===== src/rtl/ir_command_receiver.sv =====
// Pulse-width IR frame receiver: start mark plus 12 LSB-first data marks. A
// command is accepted after REPEAT_FRAMES identical consecutive frames.
//
// state   | meaning
// IDLE    | waiting for a start-mark rising edge; idle timer re-arms acceptance
// START   | timing the start mark
// GAP     | timing the space before the next data mark
// BIT     | timing a data mark, decoded on its falling edge
// DONE    | one cycle: compare with previous frame, maybe accept
// ERROR   | one cycle: frame_error pulse, match count cleared
module ir_command_receiver #(
  parameter int unsigned START_MIN     = 54000,
  parameter int unsigned START_MAX     = 75600,
  parameter int unsigned ONE_MIN       = 27000,
  parameter int unsigned ONE_MAX       = 37800,
  parameter int unsigned ZERO_MIN      = 10800,
  parameter int unsigned ZERO_MAX      = 21600,
  parameter int unsigned GAP_MAX       = 27000,
  parameter int unsigned IDLE_CYCLES   = 1350000,
  parameter int unsigned REPEAT_FRAMES = 2
) (
  input  logic        clock,
  input  logic        reset,
  input  logic        ir_in,
  output logic [11:0] move_command,
  output logic        command_valid,
  output logic        frame_error,
  output logic        busy
);

  localparam int CNT_W  = 20;
  localparam int IDLE_W = $clog2(IDLE_CYCLES + 1);

  localparam logic [CNT_W-1:0]  CNT_SAT     = '1;
  localparam logic [CNT_W-1:0]  START_MIN_C = CNT_W'(START_MIN);
  localparam logic [CNT_W-1:0]  START_MAX_C = CNT_W'(START_MAX);
  localparam logic [CNT_W-1:0]  ONE_MIN_C   = CNT_W'(ONE_MIN);
  localparam logic [CNT_W-1:0]  ONE_MAX_C   = CNT_W'(ONE_MAX);
  localparam logic [CNT_W-1:0]  ZERO_MIN_C  = CNT_W'(ZERO_MIN);
  localparam logic [CNT_W-1:0]  ZERO_MAX_C  = CNT_W'(ZERO_MAX);
  localparam logic [CNT_W-1:0]  GAP_MAX_C   = CNT_W'(GAP_MAX);
  localparam logic [IDLE_W-1:0] IDLE_LOAD   = IDLE_W'(IDLE_CYCLES - 1);
  localparam logic [3:0]        REP_C       = 4'(REPEAT_FRAMES);

  typedef enum logic [2:0] {
    S_IDLE, S_START, S_GAP, S_BIT, S_DONE, S_ERROR
  } state_t;

  state_t             state, state_nx;
  logic               ir_s1, ir_s2, ir_s3;
  logic               rise, fall;
  logic [CNT_W-1:0]   cnt;
  logic [IDLE_W-1:0]  idle_tmr;
  logic [3:0]         bit_idx;
  logic [11:0]        shift_q;
  logic [11:0]        prev_frame;
  logic [3:0]         match_cnt;
  logic               armed;
  logic               shift_en, shift_val;
  logic               same_frame, armed_done, accept;
  logic [3:0]         match_done;

  assign rise = ir_s2 & ~ir_s3;
  assign fall = ~ir_s2 & ir_s3;

  always_comb begin
    state_nx  = state;
    shift_en  = 1'b0;
    shift_val = 1'b0;
    case (state)
      S_IDLE:  if (rise) state_nx = S_START;
      S_START: begin
        if (cnt > START_MAX_C)
          state_nx = S_ERROR;
        else if (fall)
          state_nx = (cnt >= START_MIN_C) ? S_GAP : S_ERROR;
      end
      S_GAP: begin
        if (cnt > GAP_MAX_C)
          state_nx = S_ERROR;
        else if (rise)
          state_nx = S_BIT;
      end
      S_BIT: begin
        if (cnt > ONE_MAX_C)
          state_nx = S_ERROR;
        else if (fall) begin
          if (cnt >= ONE_MIN_C) begin
            shift_en  = 1'b1;
            shift_val = 1'b1;
          end else if (cnt >= ZERO_MIN_C && cnt <= ZERO_MAX_C) begin
            shift_en  = 1'b1;
          end
          if (!shift_en)
            state_nx = S_ERROR;
          else
            state_nx = (bit_idx == 4'd11) ? S_DONE : S_GAP;
        end
      end
      S_DONE:  state_nx = S_IDLE;
      S_ERROR: state_nx = S_IDLE;
      default: state_nx = S_IDLE;
    endcase
  end

  // A differing frame restarts the match run and re-arms acceptance.
  always_comb begin
    same_frame = (shift_q == prev_frame);
    match_done = 4'd1;
    armed_done = 1'b1;
    if (same_frame) begin
      match_done = (match_cnt >= REP_C) ? REP_C : match_cnt + 4'd1;
      armed_done = armed;
    end
    accept = (match_done == REP_C) && armed_done;
  end

  always_ff @(posedge clock) begin
    if (!reset) begin
      ir_s1         <= 1'b0;
      ir_s2         <= 1'b0;
      ir_s3         <= 1'b0;
      state         <= S_IDLE;
      cnt           <= '0;
      idle_tmr      <= IDLE_LOAD;
      bit_idx       <= '0;
      shift_q       <= '0;
      prev_frame    <= '0;
      match_cnt     <= '0;
      armed         <= 1'b1;
      move_command  <= '0;
      command_valid <= 1'b0;
    end else begin
      ir_s1         <= ir_in;
      ir_s2         <= ir_s1;
      ir_s3         <= ir_s2;
      state         <= state_nx;
      command_valid <= 1'b0;

      // Reloading to 1 makes cnt equal the level's length on its closing edge.
      if (rise || fall)
        cnt <= CNT_W'(1);
      else if (cnt != CNT_SAT)
        cnt <= cnt + CNT_W'(1);

      if (state == S_IDLE)
        bit_idx <= '0;
      else if (shift_en)
        bit_idx <= bit_idx + 4'd1;

      if (shift_en)
        shift_q <= {shift_val, shift_q[11:1]};

      if (state == S_DONE) begin
        match_cnt  <= match_done;
        armed      <= accept ? 1'b0 : armed_done;
        prev_frame <= shift_q;
        if (accept) begin
          move_command  <= shift_q;
          command_valid <= 1'b1;
        end
      end else if (state == S_ERROR) begin
        match_cnt <= '0;
      end

      if (state != S_IDLE || ir_s2 || rise || fall)
        idle_tmr <= IDLE_LOAD;
      else if (idle_tmr != '0)
        idle_tmr <= idle_tmr - 1'b1;
      else begin
        armed     <= 1'b1;
        match_cnt <= '0;
      end
    end
  end

  assign frame_error = (state == S_ERROR);
  assign busy        = (state != S_IDLE);

endmodule


===== config.mk =====
export PLATFORM = sky130hd
export DESIGN_NAME = ir_command_receiver
export DESIGN_NICKNAME = d
export VERILOG_FILES = /design/src/rtl/ir_command_receiver.sv
export SDC_FILE = /design/constraint.sdc
export NUM_CORES = 1
export LEC_CHECK = 0
export ABC_AREA = 1
export BUFFER_PORTS_ARGS = -buffer_cell sky130_fd_sc_hd__buf_4
export CELL_PAD_IN_SITES_DETAIL_PLACEMENT = 0
export CELL_PAD_IN_SITES_GLOBAL_PLACEMENT = 2
export CORE_ASPECT_RATIO = 0.8
export CORE_UTILIZATION = 35
export CTS_CLUSTER_SIZE = 14
export DETAILED_ROUTE_END_ITERATION = 16
export PLACE_DENSITY = 0.87
export SLEW_MARGIN = 20
export SYNTH_ARGS = -nofsm -noshare
export SYNTH_HDL_FRONTEND = slang
export SYNTH_SLANG_ARGS = --single-unit

===== constraint.sdc =====
create_clock -name clock -period 2.3 [get_ports clock]
set_input_delay 0.115 -clock clock [delete_from_list [all_inputs] [get_ports clock]]
set_output_delay 0.115 -clock clock [all_outputs]
set_load 0.005 [all_outputs]

==> impl_summary.md <==
Critical path
For the worst setup path, the data required time is 2570 ps. The cell seen most often among critical-path stages is sky130_fd_sc_hd__nand2_1. The critical path goes through inv_1, nand2_1, nor2_1, nand2_1, o21ai_0, nand2_1, nand2_1, nand2_4, nand4_4, buf_4, nand2_1, a21oi_2.

The critical path class is reg2reg. STA classifies the critical path startpoint as a flip-flop. The maximum fanout count along the critical path is 12. On the critical path, the stage with the largest delay is an instance of sky130_fd_sc_hd__dfxtp_1. Data arrives at the worst endpoint at 2260 ps.

The peak per-stage delay on the critical path is 350 ps. The worst setup path is captured at a flip-flop.

Place
The placement-stage worst setup slack is 225.5 ps. Routability-driven placement finished with a final weighted congestion of 0.8338. The port buffer count is 17. The total half-perimeter wirelength after legalization and detailed placement is 9315 um.

Timing
In the finished design, the share of the clock period the worst path needs comes to 0.8645. Measured against its own limit, the worst slew margin works out to 0.6915. The tightest hold path in the finished design has a slack of around 160 ps. Timing would allow up to 502.9 MHz. The number of max-slew violations in the final report is 0. The final worst slack is 311.6 ps. Setup violations remaining at the end of the flow were counted as 0. The number of hold-slack violations in the final timing report is 0. Setup repair after global routing left no endpoint under its margin.

The slew at the pin with the worst max-slew slack is 462.1 ps. For the final database, setup skew stands at around 12 ps. The accumulated negative setup slack is 0 ps. After layout, the minimum clock period comes to 1988 ps.

Synthesis
The mapped netlist covers slightly below 5000 um^2. The synthesized design contains 93 register bits. Of the post-synthesis cell area, the dominant cell type holds 0.3790.

Counting every net in the synthesized netlist gives between 700 and 800. The gate count after technology mapping is 722. After synthesis, the cell types taking the most area are sky130_fd_sc_hd__dfxtp_1, sky130_fd_sc_hd__nand2_1, sky130_fd_sc_hd__nor2_1.

Counting flops with an async set or reset pin after synthesis yields a share of 0. The number of distinct library cells after synthesis is 39. The number of synthesized flops with an enable pin is 0. The synthesized area per cell is 6.804 um^2. In the synthesized netlist the dominant register cell turns out to be sky130_fd_sc_hd__dfxtp_1. Yosys printed 0 warnings. The largest area contributor in the netlist is sky130_fd_sc_hd__dfxtp_1. For this run, the register share of the synthesized area comes to 0.3790.

Power
The power density over the cells is 615.1 nW/um^2. The static leakage power is 0.002456 uW. The internal power of the cells totals 2605 uW.

The switching power total is 870.5 uW. Of the total power, the share spent switching nets is 0.2505. Of the total power, registers draw 0.482.

The worst-case IR drop observed on VDD is 0.3334 mV. The clock network fraction of design power is 0.427. The combinational power share is 0.092.

GRT
Entering global routing, the biggest net connects 31 pins. For this run the aggregate overflow at the end of global routing stands at 0. Across every metal layer, demand over resource in global routing totals 0.1830. The first global-routing pass estimated 21000 um of wire. The number of antenna violations at the first check in global routing was 0. The via count of the first global-routing pass is around 4300.

Route
The first detailed-routing pass took 5 iterations. The number of vias after detailed routing is approximately 4500. The post-detailed-routing wire length is 12390 um. In the routed layout, each cell is associated on average with a via count of 4.806. The first routing iteration left between 200 and 250 violations. The detailed-route wire length per cell is 13.16 um.

The DRC violation count after routing is 0. Once detail routing completed, the nets flagged for antenna violations numbered 0.

CTS
The buffer type at the clock tree root is sky130_fd_sc_hd__clkbuf_16. TritonCTS built the clock tree. The CTS buffer count is 9. The clock reaches the later pin of the worst-skew pair after 340 ps. Clock-pin slew was measured on the worst setup and hold paths at 70 ps. The largest buffer count on any clock path is 2. The clock net in this run drives a total of just over 90 sinks. The count of H-tree levels built during CTS is 3.

Cells and area
The number of nets in the finished design is 767. The count of inserted antenna diode cells is 0. From synthesis to final layout, the design area changed by 15.03%.

In the final layout, the share of cells above drive strength 1 is 0.1419.

Floorplanning
For this configuration, the core starts out at a cell density of 0.3600. In this run the vertical extent of the chip is about 110 um. After floorplanning, the core was sized to cover 13650 um^2.

In this run the horizontal extent of the chip is 134.5 um. The full die area is between 10000 and 15000 um^2. In this run the count of I/O pins placed on the die edge is 18.

The cell row count is 38.

Flow run
The tool flagged a number of max-cap violations equal to 0.

Status
The run finished with clean final reports.

Hold path
The kind of path behind the tightest hold check is in2reg.
## per-layer routing
metal,global-route usage,up-vias,part of all wire
met5,0,-,0
met4,0.05136,0,0.0076
met3,0.03797,9,0.043
met2,0.2698,74,0.41
met1,0.2672,2057,0.53
li1,-,2382,-
## repair_timing
| action | CTS | global route |
|---|---|---|
| endpoints found under the setup margin | 0 | 16 |
| setup buffers | 0 | 2 |
| endpoints found under the hold margin | 1 | 0 |
| hold buffers | 1 | 0 |
| resized for setup | 0 | 2 |
## state kept, by name, summed over array words and instances, names as in the netlist
| name | cells |
|---|---|
| armed | 1 |
| bit_idx | 4 |
| cnt | 20 |
| command_valid | 1 |
| idle_tmr | 21 |
| ir_s1 | 1 |
| ir_s2 | 1 |
| ir_s3 | 1 |
| match_cnt | 4 |
| move_command | 12 |
| prev_frame | 12 |
| shift_q | 12 |
| state | 3 |
## layout by cell type, fill, tap and decap left out, types with 2 or more instances in the layout
cell / netlist / final
sky130_fd_sc_hd__buf_4: 1 / 42
sky130_fd_sc_hd__nor4_1: 3 / 2
sky130_fd_sc_hd__o21ai_1: 4 / 4
sky130_fd_sc_hd__xnor2_1: 13 / 13
sky130_fd_sc_hd__a21oi_2: 11 / 11
sky130_fd_sc_hd__xor2_1: 16 / 16
sky130_fd_sc_hd__o21ai_0: 44 / 44
sky130_fd_sc_hd__nand3_2: 2 / 2
sky130_fd_sc_hd__nor3_2: 2 / 2
sky130_fd_sc_hd__nor2_2: 5 / 5
sky130_fd_sc_hd__inv_2: 11 / 11
sky130_fd_sc_hd__clkbuf_16: 0 / 9
sky130_fd_sc_hd__a21oi_1: 35 / 35
sky130_fd_sc_hd__nor2_1: 134 / 134
sky130_fd_sc_hd__nand3_1: 39 / 39
sky130_fd_sc_hd__nand4_1: 19 / 19
sky130_fd_sc_hd__nand3b_1: 2 / 2
sky130_fd_sc_hd__clkbuf_1: 7 / 2
sky130_fd_sc_hd__o211ai_1: 2 / 2
sky130_fd_sc_hd__a31oi_1: 3 / 3
sky130_fd_sc_hd__ha_1: 8 / 8
sky130_fd_sc_hd__dfxtp_1: 93 / 93
sky130_fd_sc_hd__nor3_1: 16 / 16
sky130_fd_sc_hd__nand2_1: 135 / 135
sky130_fd_sc_hd__inv_1: 78 / 78
sky130_fd_sc_hd__nand2_2: 15 / 15
## power by group through the flow
| stage | sequential (uW) | combinational [uW] | clock, uW |
|---|---|---|---|
| CTS | 1670 | 319 | 1540 |
| detailed placement | 1710 | 316 | 0 |
| global placement | 1710 | 316 | 0 |
| floorplan | 1700 | 221 | 0 |
| finish | 1670 | 319 | 1480 |
| global route | 1680 | 369 | 1610 |
## final cells by class
| type | instances | area (um^2) |
|---|---|---|
| clock inverter | 5 | 60.06 |
| multi-input combinational | 518 | 2601 |
| timing repair buffer | 43 | 325.3 |
| fill | 1411 | 7995 |
| clock buffer | 11 | 232.7 |
| sequential | 93 | 1862 |
| tap | 180 | 225.2 |
| inverter | 91 | 344.1 |
## cells by family (layout without fill, tap and decap cells)
| group | count (synthesis) | after routing | synth area share |
|---|---|---|---|
| and+or+nand+nor | 379 | 379 | 0.3408 |
| DFF | 93 | 93 | 0.3790 |
| adders and majority gates | 8 | 8 | 0.02038 |
| xor gates and xnor gates | 29 | 29 | 0.05171 |
| AOI/OAI and AO/OA | 102 | 102 | 0.1154 |
| buffers and inverters | 111 | 150 | 0.09271 |
## Yosys cell counts (all sizes together), types with 3 or more instances
master,instances
a31oi,3
nand2,151
xnor2,13
buf,13
xor2,16
a21oi,46
o21ai,48
clkbuf,7
nor2,140
inv,89
ha,8
nand4,20
nand3,41
dfxtp,93
nor4,3
nor3,18
## per-stage QoR
stage | cells | instance area (um^2) | total power [uW] | util
2_1_floorplan | 722 | 4912 | 1925 | -
3_5_place_dp | 922 | 5325 | 2026 | 0.3902
3_3_place_gp | 922 | 5325 | 2023 | 0.3902
4_1_cts | 939 | 5628 | 3534 | 0.4124
5_1_grt | 941 | 5650 | 3660 | 0.4141
6_report | 941 | 5650 | 3476 | 0.4141
## critical path, delay by kind of cell (launching register included)
family / cells / cell delay, ps
buffers and inverters: 2 / 470
DFF: 1 / 350
and+or+nand+nor: 8 / 790
AOI/OAI and AO/OA: 2 / 320
## worst paths after layout
check / from / endpoint / slack [ps] / cells past startpoint
hold reg to reg: ir_s1 / ir_s2 / 420 / 2
setup / recovery: cnt[19] / shift_q[2] / 310 / 12
setup reg to reg: cnt[19] / shift_q[2] / 310 / 12
hold / removal: reset / ir_s1 / 160 / 3
Power figures use the tool's default switching activity.
